`config.mk`:
```
export PLATFORM = sky130hd
export DESIGN_NAME = sort_frame_rx_flat
export DESIGN_NICKNAME = d
export VERILOG_FILES = /design/src/rtl/sort_frame_rx_if.sv /design/src/rtl/sort_frame_rx.sv /design/src/flat_wrapper.sv
export SDC_FILE = /design/constraint.sdc
export NUM_CORES = 1
export LEC_CHECK = 0
export BUFFER_PORTS_ARGS = -buffer_cell sky130_fd_sc_hd__buf_4
export CAP_MARGIN = 25
export CORE_AREA = 2 2 256 132
export CTS_CLUSTER_SIZE = 20
export DETAILED_ROUTE_END_ITERATION = 10
export DIE_AREA = 0 0 258 134
export PLACE_DENSITY = 0.71
export SYNTH_ARGS = -nofsm -noshare
export SYNTH_HDL_FRONTEND = slang
export SYNTH_SLANG_ARGS = --single-unit
```
`constraint.sdc`:
```
create_clock -name clk -period 6.73 [get_ports clk]
set_input_delay 0.3365 -clock clk [delete_from_list [all_inputs] [get_ports clk]]
set_output_delay 0.3365 -clock clk [all_outputs]
set_load 0.01 [all_outputs]
```
`src/rtl/sort_frame_rx_if.sv`:
```
// sort_frame_rx_if: word stream from the sorter (in_vld/din) and drained
// word stream to the consumer (dout/dout_vld/rd_rdy).
// master = sorter/consumer side, slave = sort_frame_rx side.
interface sort_frame_rx_if;
  logic        in_vld;
  logic [15:0] din;
  logic        rd_rdy;
  logic [15:0] dout;
  logic        dout_vld;

  modport master (
    output in_vld, din, rd_rdy,
    input  dout, dout_vld
  );

  modport slave (
    input  in_vld, din, rd_rdy,
    output dout, dout_vld
  );
endinterface

```
`src/rtl/sort_frame_rx.sv`:
```
// sort_frame_rx: captures a 16-word sorted burst into a local buffer, records
// the frame max/min, then drains it over a valid/ready handshake.
// Optional feature macro: SORT_FRAME_RX_ORDER_CHECK_EN (signed non-increasing
// order check on captured words 1..15, reported on ord_err).
module sort_frame_rx (
  input  logic                  clk,
  input  logic                  rstn,
  sort_frame_rx_if.slave        bus,
  output logic                  frame_done,
  output logic [15:0]           max_o,
  output logic [15:0]           min_o,
  output logic                  frm_err,
  output logic                  ovf,
  output logic                  ord_err,
  output logic                  busy
);

  typedef enum logic [1:0] {IDLE, CAPT, DRAIN} state_t;

  state_t      state, state_nxt;
  logic [15:0] frame_buf [16];
  logic [3:0]  wcnt;
  logic [3:0]  rcnt;
  logic        cap_we;
  logic        last_word;
  logic        pop;
  logic [3:0]  wr_idx;

  // Decode the capture/drain events shared by the FSM and the datapath
  always_comb begin
    cap_we    = 1'b0;
    last_word = 1'b0;
    pop       = 1'b0;
    wr_idx    = '0;
    case (state)
      IDLE: begin
        cap_we = bus.in_vld;
        wr_idx = '0;
      end
      CAPT: begin
        cap_we    = bus.in_vld;
        wr_idx    = wcnt;
        last_word = bus.in_vld && (wcnt == 4'd15);
      end
      DRAIN: begin
        pop = bus.rd_rdy;
      end
      default: ;
    endcase
  end

  // State register
  always_ff @(posedge clk) begin
    if (!rstn) state <= IDLE;
    else       state <= state_nxt;
  end

  // Next-state logic
  always_comb begin
    state_nxt = state;
    case (state)
      IDLE:    if (bus.in_vld) state_nxt = CAPT;
      CAPT: begin
        if (!bus.in_vld)   state_nxt = IDLE;
        else if (last_word) state_nxt = DRAIN;
      end
      DRAIN:   if (pop && (rcnt == 4'd15)) state_nxt = IDLE;
      default: state_nxt = IDLE;
    endcase
  end

  // FSM outputs: drain handshake and busy; dout is a combinational buffer read
  always_comb begin
    bus.dout_vld = (state == DRAIN);
    busy         = (state != IDLE);
    bus.dout     = (state == DRAIN) ? frame_buf[rcnt] : '0;
  end

  // Buffer write and read/write counters
  always_ff @(posedge clk) begin
    if (!rstn) begin
      for (int unsigned i = 0; i < 16; i++) frame_buf[i] <= '0;
      wcnt <= '0;
      rcnt <= '0;
    end else begin
      if (cap_we) frame_buf[wr_idx] <= bus.din;
      case (state)
        IDLE: if (bus.in_vld) wcnt <= 4'd1;
        CAPT: begin
          if (bus.in_vld) wcnt <= wcnt + 4'd1;
          else            wcnt <= '0;
          if (last_word)  rcnt <= '0;
        end
        DRAIN: if (pop) rcnt <= rcnt + 4'd1;
        default: ;
      endcase
    end
  end

  // Frame completion pulse, max/min latch and sticky framing/overrun flags
  always_ff @(posedge clk) begin
    if (!rstn) begin
      frame_done <= 1'b0;
      max_o      <= '0;
      min_o      <= '0;
      frm_err    <= 1'b0;
      ovf        <= 1'b0;
    end else begin
      frame_done <= last_word;
      if (last_word) begin
        max_o <= frame_buf[0];
        min_o <= bus.din;
      end
      if ((state == CAPT) && !bus.in_vld) frm_err <= 1'b1;
      if ((state == DRAIN) && bus.in_vld) ovf     <= 1'b1;
    end
  end

`ifdef SORT_FRAME_RX_ORDER_CHECK_EN
  logic [15:0] prev;
  logic [16:0] ord_diff;

  // prev - din as 17-bit signed; a negative result means din rose above prev
  always_comb begin
    ord_diff = {prev[15], prev} - {bus.din[15], bus.din};
  end

  // Track last captured word and flag any increase within a frame
  always_ff @(posedge clk) begin
    if (!rstn) begin
      prev    <= '0;
      ord_err <= 1'b0;
    end else begin
      if (cap_we) prev <= bus.din;
      if ((state == CAPT) && bus.in_vld && ord_diff[16]) ord_err <= 1'b1;
    end
  end
`else
  assign ord_err = 1'b0;
`endif

endmodule

```
`src/flat_wrapper.sv`:
```
// flat-port wrapper written by rule: the top's interface ports become plain ports
module sort_frame_rx_flat 
  (clk, rstn, frame_done, max_o, min_o, frm_err, ovf, ord_err, busy, bus_in_vld, bus_din, bus_rd_rdy, bus_dout, bus_dout_vld);
  sort_frame_rx_if bus_i ();
  input  logic clk;
  input  logic rstn;
  output logic frame_done;
  output logic [15:0] max_o;
  output logic [15:0] min_o;
  output logic frm_err;
  output logic ovf;
  output logic ord_err;
  output logic busy;
  input wire logic [$bits(bus_i.in_vld)-1:0] bus_in_vld;
  input wire logic [$bits(bus_i.din)-1:0] bus_din;
  input wire logic [$bits(bus_i.rd_rdy)-1:0] bus_rd_rdy;
  output wire logic [$bits(bus_i.dout)-1:0] bus_dout;
  output wire logic [$bits(bus_i.dout_vld)-1:0] bus_dout_vld;
  assign bus_i.in_vld = bus_in_vld;
  assign bus_i.din = bus_din;
  assign bus_i.rd_rdy = bus_rd_rdy;
  assign bus_dout = bus_i.dout;
  assign bus_dout_vld = bus_i.dout_vld;
  sort_frame_rx u_core (.clk(clk), .rstn(rstn), .bus(bus_i), .frame_done(frame_done), .max_o(max_o), .min_o(min_o), .frm_err(frm_err), .ovf(ovf), .ord_err(ord_err), .busy(busy));
endmodule
```
* Yosys cells after proc, flatten, opt, wreduce, memory -nomap -nowiden
Memory sizes are Yosys's and may differ from the RTL's. A register that Yosys moved wholly into a read port is not among the register bits. Index checks and enable logic that the tools add are counted.
Storage, ports and cells: register bits after elaboration 29, bits in writable memories 256, output and inout port bits 54, word-level logic and storage cells 59, memories 1
Operators by class: add/sub/neg operators 2, equality and inequality tests 9, mux-type cells 25, reduce and logical (&&, ||, !) cells 15
Memories:
- u_core.frame_buf | depth 16, width 16, read ports 2, clocked after memory_dff 2, write ports 16, line sort_frame_rx.sv:21 | logic [15:0] frame_buf [16];
Operator list (number):
- $mux 16 | 2
- $mux 4 | 8
- $pmux 4 s2 | 2
- $reduce_or 16->1 | 1
- $add 4x1->4 const B | 2
- $eq 4x4->1 const B | 2
- $mux 1 | 8
- $mux 2 | 4
- $ne 2x1->1 const B | 3
- $pmux 2 s3 | 1
- $reduce_and 3->1 | 2
- $reduce_bool 2->1 | 3
- $logic_and 1x1->1 | 4
- $ne 3x2->1 const B | 1
- $eq 2x1->1 const B | 1
- $eq 2x2->1 const B | 1
- $logic_not 1->1 | 2
- $logic_not 2->1 | 1
- $ne 2x2->1 const B | 1
- $reduce_and 2->1 | 1
- $reduce_or 2->1 | 1

* Depth between registers and ports, before layout
Gate-level depths: netlist of the first run.
depth in word-level cells 8, mapped depth 9, depth with buffers taken out 6

* Worst setup path before layout of the first run
OpenSTA, ideal clock, no wires.
path type register -> register, start reg u_core.state[1], end mem u_core.frame_buf[13][0] (enable), setup time 411 ps, arrival 2390 ps, required time 6319 ps, path slack 3928 ps, stages on the path, launching flop included 6, buffers on the path 1, period minus slack after synthesis 2802 ps, cell sequence dfxtp_1 -> inv_1 -> ha_1 -> buf_2 -> nand3_1 -> o21ai_0
RTL lines:
- start: declaration | line sort_frame_rx.sv:20 | state_t state, state_nxt;
- start signal: assignment | line sort_frame_rx.sv:55 | else state <= state_nxt;
- end: declaration | line sort_frame_rx.sv:21

* Worst setup path in the final report of the first run
start reg u_core.state[0], end out bus_dout[1]
Between the ends: cells in the longest elaborated chain, start to end 2
RTL lines:
- $eq 2x2->1 | line sort_frame_rx.sv:76 | bus.dout = (state == DRAIN) ? frame_buf[rcnt] : '0;
- $mux 16 | line sort_frame_rx.sv:76
- end: declaration | line flat_wrapper.sv:17 | output wire logic [$bits(bus_i.dout)-1:0] bus_dout;
No other way between the ends.

==> results of run 1 <==
[synth_stat cells (all sizes together), types with 5 or more instances]
cell type	instances
mux4	11
and2	259
buf	33
nand2	87
inv	7
a21oi	5
nand2b	10
a21boi	34
mux2i	107
edfxtp	256
ha	6
nand3	21
o21ai	36
dfxtp	49
a22oi	54
clkbuf	46
nor2	23
nor2b	9
[cell type report]
cell class | count | area (sq um)
Clock inverter | 11 | 136
Clock buffer | 38 | 757
Inverter | 7 | 26.3
Antenna cell | 2 | 5.00
Multi-Input combinational cell | 690 | 4920
Fill cell | 2786 | 16600
Sequential cell | 305 | 8670
Timing Repair Buffer | 94 | 718
Tap cell | 441 | 552
[worst max path at each step]
stage | start | cells after the start | endpoint
finish | u_core.state[0] | 7 | bus_dout[1]
global route | u_core.state[0] | 7 | bus_dout[1]
CTS | flop | 6 | bus_dout[12]
detailed placement | flop | 6 | bus_dout[12]
global placement | flop | 6 | bus_dout[12]
floorplan | u_core.state[1] | 5 | u_core.frame_buf[13][0]
[registers in the layout (all words and copies together) (netlist names), named ones only]
register / flops
u_core.wcnt: 4
u_core.min_o: 16
u_core.rcnt: 4
u_core.max_o: 16
u_core.ovf: 1
u_core.frm_err: 1
u_core.state: 2
u_core.frame_done: 1
u_core.frame_buf: 256
[metrics by stage]
step,hold WS (ns),utilization (%),power [mW]
2_1_floorplan,0.453,-,2.26
3_3_place_gp,0.453,46.0,2.33
6_report,0.117,48.7,3.90
5_1_grt,0.139,48.7,4.01
3_5_place_dp,0.460,46.0,2.34
4_1_cts,0.103,48.7,3.91
[report_power, final]
group / switching, mW / leakage (nW) / internal [mW] / total (mW)
Sequential: 0.0238 / 3.04 / 2.10 / 2.12
Clock: 0.703 / 0.431 / 0.901 / 1.60
Combinational: 0.120 / 2.08 / 0.0537 / 0.174
[metal layers]
layer  global-route usage (%)  vias up  routed length (um)
li1                         -     3947                   -
met1                     31.9     4299               16400
met2                     26.9      350               14000
met3                     3.65       41                2930
met4                     4.05        0                 594
met5                        0        -                   0
[critical path, delay by kind of cell, from the launching register on]
family                     cells  cell delay, ns
AOI/OAI and AO/OA              1            0.32
adders and majority gates      1            0.39
buffers and inverters          3            0.51
DFF                            1            0.33
and+or+nand+nor                2            1.00
[cell families (layout without fill, tap and decap cells)]
kind of cell / count (synthesis) / after routing
other: 1 / 3
xor gates and xnor gates: 2 / 2
AOI/OAI and AO/OA: 140 / 140
buffers and inverters: 86 / 150
adders and majority gates: 6 / 6
and+or+nand+nor: 423 / 423
muxes: 118 / 118
DFF: 305 / 305
==> summary.txt, run 1 <==
Die
  – Number of I/O pins: 74
  – Initial Util: 43.3%
  – Die Width: 258 um
  – Core Area: 32400 sq um
  – DIE AREA: 34600 sq um
  – # rows: 47
  – Die height: 134 um

Worst hold path
  – Hold path depth: 3
  – WHS Endpoint: u_core.ovf
  – Hold_sp: bus_in_vld
  – Min-delay worst type: in2reg

Global routing
  – First-pass GRT wire length: 51300 um
  – Initial antenna violation count: 2
  – Pin count of the biggest net entering global routing: 96
  – Vias in the first global route: 8245
  – Total track usage: 19.6%
  – Grt ovf: 0

Synth
  – EDFF count, synth: 256
  – Top cell type's share of synthesized area: 54.8%
  – Simple-gate share of the synthesized area: 18.0%
  – Sequential cell area fraction in the yosys report: 61.8%
  – Ys async rst share: 0%
  – Largest family of logic cells by synthesized area: simple AND/OR/NAND/NOR gates
  – Adder-cell share of the synthesized area: 0.535%
  – Syn avg cell area: 13.0 sq um
  – Xor/xnor cell area share of the yosys netlist: 0.125%
  – Syn. warnings: 0
  – Multiplexer area fraction after synthesis: 9.40%
  – Synth area leaders: edfxtp_1, and2_1, mux2i_1
  – Synth Instances: 1081
  – Synth Area in Compound Gates: 6.85%
  – Synth Net Count: 1107
  – Top cell type by total area after synthesis: edfxtp_1
  – #FFs+latches synth: 305
  – Top FF cell, synth: edfxtp_1
  – Library cells used by synthesis: 45
  – Mapped Area: 14000 sq um

Worst setup path
  – Critical path peak fanout: 16
  – Slowest CP cell: nor2_2
  – Crit. End Element: primary output
  – FF-to-FF End: u_core.frame_buf[3][8]
  – Worst path max stage delay: 0.80 ns
  – Crit path required time: 6.39 ns
  – CP cell instances: inv_1, ha_1, inv_1, nor2_2, nand3_1, o21ai_0, buf_4
  – Setup CP Type: reg2out
  – Most frequent CP cell: inv_1
  – Worst R2R Path Depth: 6
  – Worst R2R Setup Slack: 3.94 ns
  – Reg-to-Reg Start: u_core.state[1]
  – Worst EP arrival: 3.12 ns
  – Crit path launch type: flop

CTS
  – CTS Buf Count: 27
  – Hold-fix buffers, CTS: 0
  – Max clock buf depth: 3
  – Post-cts resize count: 0
  – H-tree depth: 1
  – Total setup buffers inserted after CTS: 0
  – Root buf cell: clkbuf_16
  – CTS tree: done
  – Clk slew on worst S/H paths: 0.07 ns
  – Clock sink total: 305
  – Worst skew pair latency: 0.55 ns

Timing
  – Achievable frequency: 0.289 GHz
  – Setup_tns: 0 ns
  – Final WS setup: 3.27 ns
  – Tmin final: 3.46 ns
  – Hold Vio Cnt, Final: 0
  – Slew HR: 31.2%
  – Final setup violation count: 0
  – Final Cycle Share: 51.4%
  – RSZ-0062 raised after global routing: no
  – Worst Tran Pin Value: 1.03 ns
  – Worst-case clock skew: 0.0192 ns
  – Slew Limit Fails: 0

Route
  – 1st-iter DRT viols: 939
  – DRC Markers: 0
  – Final wirelength: 33900 um
  – Vias: 8637
  – Drt pass-1 iters: 5
  – Vias/cell: 5.44
  – Post-detailed-route count of antenna-violating nets: 0
  – Routed length per instance: 21.4 um

Layout
  – Net count, final: 1151
  – Layout Cells excl Fill: 1588
  – Commonest cells after routing, fill and taps aside: and2_1, edfxtp_1, mux2i_1, buf_4, nand2_1
  – Commonest non-fill, non-tap cell in the layout: and2_1
  – Finished Cell Area: 15800 sq um
  – Share of layout cells above drive strength 1: 15.4%
  – Area growth syn-to-layout: 12.5%

Place
  – Placed Area: 14900 sq um
  – Placed Instances: 1537
  – Port bufs: 72
  – Detail Placement HPWL: 22200 um
  – Dpl ws: 3.93 ns
  – Gpl congestion: 0.822

Pwr
  – Leak Pwr: 5.56 nW
  – Worst VDD drop: 0.178 mV
  – Power Density: 247 nW/um^2

Status
  – Outcome: finished clean

Flow run
  – Max cap viols: 0
(Power assumes the default switching activity.)
==> inputs of run 2 (changes only) <==
--- a/config.mk
+++ b/config.mk
@@ -5,6 +5,7 @@
 export SDC_FILE = /design/constraint.sdc
 export NUM_CORES = 1
 export LEC_CHECK = 0
+export ABC_AREA = 1
 export BUFFER_PORTS_ARGS = -buffer_cell sky130_fd_sc_hd__buf_4
 export CAP_MARGIN = 25
 export CORE_AREA = 2 2 256 132
==> constraint.sdc (replaced) <==
create_clock -name clk -period 3.5 [get_ports clk]
set_input_delay 0.175 -clock clk [delete_from_list [all_inputs] [get_ports clk]]
set_output_delay 0.175 -clock clk [all_outputs]
set_load 0.01 [all_outputs]
==> summary.txt, run 2 <==
Status
  – Outcome: finished clean

Layout
  – Largest Register: u_core.frame_buf
  – Commonest cells after routing, fill and taps aside: nand2_1, nor2_1, edfxtp_1, nand3_1, inv_1
  – Commonest non-fill, non-tap cell in the layout: nand2_1
  – Net count, final: 1634 (+42%)
  – Utilization after layout: 49.2% (+0.51 points)
  – Leading registers by flop count: u_core.frame_buf: 256 flops, u_core.max_o: 16 flops, u_core.min_o: 16 flops
  – Share of layout cells above drive strength 1: 11.0% (-4.3 points)
  – Max reg flops: 256 (unchanged)
  – Area growth syn-to-layout: 13.6%

Worst setup path
  – Worst EP arrival: 2.96 ns (-0.16 ns)
  – Most frequent CP cell: nand3_1
  – Crit path required time: 3.32 ns (-3.07 ns)
  – Setup CP Type: reg2out
  – Slowest CP cell: a21oi_1
  – Crit. End Element: primary output
  – Critical path peak fanout: 70 (+54)
  – Crit path launch type: flop
  – CP cell instances: clkinv_2, buf_12, nand2_1, nand3_1, nand3_1, nand3_1, a21oi_1, buf_4
  – Worst path max stage delay: 0.48 ns (-0.32 ns)

Synth
  – #FFs+latches synth: 305 (unchanged)
  – Largest family of logic cells by synthesized area: simple AND/OR/NAND/NOR gates
  – Synth Instances: 1574 (+46%)
  – Top FF cell, synth: edfxtp_1
  – Xor/xnor cell area share of the yosys netlist: 0.0624% (-0.063 points)
  – Top cell type's share of synthesized area: 54.7% (-0.063 points)
  – Syn avg cell area: 8.92 sq um (-31%)
  – Synth Net Count: 1600 (+45%)
  – Library cells used by synthesis: 24 (-47%)
  – Synth area leaders: edfxtp_1, nand2_1, nor2_1
  – Synth Area in Compound Gates: 3.12% (-3.7 points)
  – EDFF count, synth: 256 (unchanged)
  – Sequential cell area fraction in the yosys report: 61.7% (-0.072 points)
  – Mapped Area: 14000 sq um (+0.12%)
  – Top cell type by total area after synthesis: edfxtp_1
  – Syn. warnings: 0 (unchanged)
  – Simple-gate share of the synthesized area: 26.5% (+8.5 points)
  – Ys async rst share: 0% (unchanged)
  – Adder-cell share of the synthesized area: 0.535% (-0.00062 points)
  – Most frequent cell after synthesis: nand2_1
  – Most instantiated cells after synthesis: nand2_1, nor2_1, edfxtp_1
  – Multiplexer area fraction after synthesis: 0% (-9.4 points)

CTS
  – H-tree depth: 1 (unchanged)
  – Clock sink total: 305 (unchanged)
  – Max clock buf depth: 3 (unchanged)
  – Total setup buffers inserted after CTS: 0 (unchanged)
  – Root buf cell: clkbuf_16
  – Clk slew on worst S/H paths: 0.07 ns (about the same)
  – CTS Buf Count: 28 (+3.7%)
  – CTS tree: done
  – Worst skew pair latency: 0.56 ns (about the same)

Flow run
  – Max cap viols: 0 (unchanged)

Route
  – Final wirelength: 43200 um (+27%)
  – Routed length per instance: 20.9 um (-2.4%)
  – Routed wl met3: 8210 um (+180%)
  – Vias/cell: 5.42 (-0.37%)
  – Met2 Wirelength: 15600 um (+11%)
  – Drt pass-1 iters: 5 (unchanged)
  – DRC Markers: 0 (unchanged)
  – Top sig layer: met5
  – Vias: 11228 (+30%)
  – Post-detailed-route count of antenna-violating nets: 0 (unchanged)
  – 1st-iter DRT viols: 1889 (+100%)
  – M1 wire length: 18600 um (+13%)

Global routing
  – Initial antenna violation count: 0 (-2)
  – Vias in the first global route: 10204 (+24%)
  – Total track usage: 24.8% (+5.2 points)
  – Pin count of the biggest net entering global routing: 73 (-24%)
  – First-pass GRT wire length: 63200 um (+23%)
  – Grt ovf: 0 (unchanged)

Die
  – DIE AREA: 34600 sq um (unchanged)
  – Initial Util: 43.3% (+0.050 points)
  – Die height: 134 um (unchanged)
  – Number of I/O pins: 74 (unchanged)
  – Die Width: 258 um (unchanged)
  – Core Area: 32400 sq um (unchanged)
  – # rows: 47 (unchanged)

Timing
  – Setup_tns: 0 ns (unchanged)
  – Final setup violation count: 0 (unchanged)
  – Slew Limit Fails: 0 (unchanged)
  – Achievable frequency: 0.319 GHz
  – Tmin final: 3.13 ns
  – Worst-case clock skew: 0.00778 ns (-0.0114 ns)
  – Final Cycle Share: 89.5%
  – Hold Vio Cnt, Final: 0 (unchanged)
  – RSZ-0062 raised after global routing: no
  – Slew HR: 28.3% (-3.0 points)
  – Worst Tran Pin Value: 1.07 ns (+0.0391 ns)

Place
  – Detail Placement HPWL: 29100 um (+31%)
  – Gpl congestion: 0.972 (+18%)
  – Port bufs: 72 (unchanged)

Pwr
  – Worst VDD drop: 0.335 mV (+89%)
  – Leak Pwr: 6.91 nW (+24%)
  – Power Density: 509 nW/um^2 (+110%)

Worst hold path
  – Min-delay worst type: in2reg
==> run 2: cell count changes in the layout (fill, tap and decap cells not counted), sizes merged, moves of 10 or more <==
| cell | previous run | this run |
|---|---|---|
| nand2b | 10 | 0 |
| inv | 7 | 144 |
| a21oi | 5 | 47 |
| mux2i | 107 | 0 |
| a21boi | 34 | 0 |
| mux4 | 11 | 0 |
| nor2 | 23 | 300 |
| clkinv | 6 | 24 |
| nand3 | 21 | 168 |
| and2 | 259 | 0 |
| nand2 | 87 | 437 |
| a22oi | 54 | 0 |
==> run 2: worst paths after layout <==
path                   startpoint                      end  slack [ns]  cells after the start
setup / recovery             flop             bus_dout[11]        0.37                      8
hold reg to reg   u_core.state[1]          u_core.state[1]        0.49                      2
setup reg to reg  u_core.state[1]  u_core.frame_buf[15][6]        0.80                      7
hold / removal         bus_rd_rdy          u_core.state[1]        0.10                      5
==> run 2: per-layer routing <==
metal,global-route usage [%],up-vias
li1,-,5104
met1,37.8,5290
met2,29.9,778
met3,13.9,54
met4,3.85,2
met5,2.64,-
==> run 2: power by group <==
part           switching, mW  internal (mW)  total (mW)
Combinational          0.406          0.116       0.522
Clock                   1.43           2.07        3.50
Sequential            0.0542           4.04        4.10
==> run 2: cells by family after synthesis <==
kind of cell,after synthesis
and+or+nand+nor,914
DFF,305
buffers and inverters,260
AOI/OAI and AO/OA,87
adders and majority gates,6
xor gates and xnor gates,1
other,1
==> run 2: area by class of cell <==
class	count	area [sq um]
timing repair buffer	103	808
fill	3022	16400
clock buffer	38	880
inverter	161	606
sequential	305	8670
tap	441	552
multi-input combinational	1009	4250
antenna	1	2.50
clock inverter	14	184
==> run 2: timing repair <==
item                       in CTS  in global routing
hold endpoints to repair        2                  0
hold buffers                    1                  0
setup endpoints to repair       0                  0
gates resized for setup         0                  0
==> run 2: stage by stage <==
stage / total power [mW] / setup slack [ns] / hold WS [ns] / cells / area, sq um
2_1_floorplan: 4.45 / 1.23 / 0.316 / 1574 / 14000
3_3_place_gp: 4.66 / 0.908 / 0.465 / 2017 / 14800
3_5_place_dp: 4.67 / 0.862 / 0.462 / 2017 / 14800
4_1_cts: 8.11 / 0.505 / 0.0888 / 2070 / 15900
5_1_grt: 8.33 / 0.219 / 0.133 / 2071 / 16000
6_report: 8.12 / 0.367 / 0.101 / 2072 / 16000
==> run 2: critical path, delay by kind of cell (launching register included) <==
kind | cells | cell delay (ns)
buffers and inverters | 3 | 0.92
AND/OR/NAND/NOR | 4 | 0.57
flip-flops | 1 | 0.42
AO/OA/AOI/OAI | 1 | 0.48
==> inputs of run 3 (changes only) <==
--- a/config.mk
+++ b/config.mk
@@ -12,6 +12,7 @@
 export CTS_CLUSTER_SIZE = 20
 export DETAILED_ROUTE_END_ITERATION = 10
 export DIE_AREA = 0 0 258 134
+export GPL_TIMING_DRIVEN = 0
 export PLACE_DENSITY = 0.71
 export SYNTH_ARGS = -nofsm -noshare
 export SYNTH_HDL_FRONTEND = slang
==> summary.txt, run 3 (synthesized netlist as in run 2, its figures left out) <==
Route
  – Final wirelength: 43900 um (+1.6%)
  – 1st-iter DRT viols: 1846 (-2.3%)
  – Post-detailed-route count of antenna-violating nets: 0 (unchanged)
  – Routed length per instance: 20.5 um (-1.8%)
  – Vias/cell: 5.38 (-0.75%)
  – Vias: 11536 (+2.7%)
  – DRC Markers: 0 (unchanged)
  – Drt pass-1 iters: 5 (unchanged)

Timing
  – Hold Vio Cnt, Final: 0 (unchanged)
  – Final Cycle Share: 90.1% (+0.60 points)
  – Setup_tns: 0 ns (unchanged)
  – Final WS setup: 0.346 ns (-0.0211 ns)
  – Worst Tran Pin Value: 0.961 ns (-0.109 ns)
  – Worst-case clock skew: 0.0109 ns (+0.00313 ns)
  – Final setup violation count: 0 (unchanged)
  – Slew Limit Fails: 0 (unchanged)
  – Tmin final: 3.15 ns (+0.0211 ns)
  – Achievable frequency: 0.317 GHz (-0.67%)
  – RSZ-0062 raised after global routing: no
  – Slew HR: 35.8% (+7.5 points)
  – Hold slack: 0.00993 ns (-0.0915 ns)

Layout
  – Antenna fix cells: 0 (-1)
  – Commonest cells after routing, fill and taps aside: nand2_1, nor2_1, edfxtp_1, nand3_1, inv_1
  – Layout Cells excl Fill: 2145 (+3.5%)
  – Commonest non-fill, non-tap cell in the layout: nand2_1
  – Share of layout cells above drive strength 1: 10.6% (-0.48 points)
  – Largest Register: u_core.frame_buf
  – Net count, final: 1708 (+4.5%)
  – Finished Cell Area: 16200 sq um (+1.4%)
  – Leading registers by flop count: u_core.frame_buf: 256 flops, u_core.max_o: 16 flops, u_core.min_o: 16 flops
  – Max reg flops: 256 (unchanged)
  – Area growth syn-to-layout: 15.2%
  – Utilization after layout: 49.9% (+0.69 points)

CTS
  – Clock sink total: 305 (unchanged)
  – Worst skew pair latency: 0.56 ns (about the same)
  – Root buf cell: clkbuf_16
  – CTS Buf Count: 28 (unchanged)
  – Max clock buf depth: 3 (unchanged)
  – Clk slew on worst S/H paths: 0.07 ns (about the same)
  – CTS tree: done
  – Total setup buffers inserted after CTS: 0 (unchanged)
  – H-tree depth: 1 (unchanged)

Worst setup path
  – Most frequent CP cell: nand3_1
  – Crit. End Element: primary output
  – Worst EP arrival: 2.98 ns (+0.02 ns)
  – Slowest CP cell: buf_1
  – CP cell instances: buf_2, buf_1, nand2_1, nand3_1, nand3_1, nand3_1, a21oi_1, buf_4
  – Critical path peak fanout: 10 (-86%)
  – Worst path max stage delay: 0.69 ns (+0.21 ns)
  – Crit path required time: 3.32 ns (about the same)
  – Setup CP Type: reg2out
  – Crit path launch type: flop

Die
  – Die Width: 258 um (unchanged)
  – Initial Util: 43.3% (unchanged)
  – Die height: 134 um (unchanged)
  – Number of I/O pins: 74 (unchanged)
  – DIE AREA: 34600 sq um (unchanged)
  – # rows: 47 (unchanged)
  – Core Area: 32400 sq um (unchanged)

Place
  – Placed Area: 15100 sq um (+1.9%)
  – Dpl ws: 0.455 ns (-0.407 ns)
  – Placed Instances: 2086 (+3.4%)
  – Port bufs: 71 (-1.4%)
  – Gpl congestion: 0.961 (-1.1%)
  – Detail Placement HPWL: 32200 um (+11%)

Global routing
  – First-pass GRT wire length: 64600 um (+2.1%)
  – Grt ovf: 0 (unchanged)
  – Initial antenna violation count: 1 (+1)
  – Pin count of the biggest net entering global routing: 17 (-77%)
  – Total track usage: 25.4% (+0.64 points)
  – Vias in the first global route: 10592 (+3.8%)

Pwr
  – Leak Pwr: 7.02 nW (+1.5%)
  – Total power: 7.92 mW (-2.4%)
  – Worst VDD drop: 0.307 mV (-8.5%)
  – Power Density: 490 nW/um^2 (-3.8%)

Worst hold path
  – Min-delay worst type: in2reg

Status
  – Outcome: finished clean

Flow run
  – Max cap viols: 0 (unchanged)
-- run 3: worst paths after layout --
path                                      start                      end  slack [ns]  cells past startpoint
worst max register to register  u_core.state[1]  u_core.frame_buf[4][12]        0.42                      8
worst min-delay path                 bus_din[3]          u_core.min_o[3]        0.01                      3
worst min register to register       u_core.ovf               u_core.ovf        0.48                      2
worst max-delay path                       flop              bus_dout[3]        0.35                      8
-- run 3: final cells by class --
cell class                      instances  area [sq um]
Clock buffer                           42           877
Clock inverter                         10           100
Timing Repair Buffer                   78           603
Buffer                                 99           527
Sequential cell                       305          8670
Inverter                              161           604
Tap cell                              441           552
Multi-Input combinational cell       1009          4250
Fill cell                            3055         16200
-- run 3: worst max-delay path, delay by kind of cell, from the launching register on --
kind / cells / cell delay (ns)
buffers and inverters: 3 / 1.25
AND/OR/NAND/NOR: 4 / 0.64
flip-flops: 1 / 0.40
AO/OA/AOI/OAI: 1 / 0.12
-- run 3: power breakdown --
group	internal, mW	leakage, nW	switching, mW	total [mW]
Clock	1.88	0.489	1.42	3.30
Sequential	4.04	3.04	0.0401	4.08
Combinational	0.122	3.48	0.416	0.537
-- run 3: layer usage --
metal / global-route usage [%] / share of wire [%]
met2: 33.1 / 38
met5: 0 / 0.016
met1: 40.0 / 46
met4: 5.20 / 2.0
met3: 8.73 / 15
-- run 3: timing repair --
item,in CTS,in global routing
endpoints found under the hold margin,13,0
gates resized for setup,0,0
endpoints found under the setup margin,0,0
hold buffers,7,0
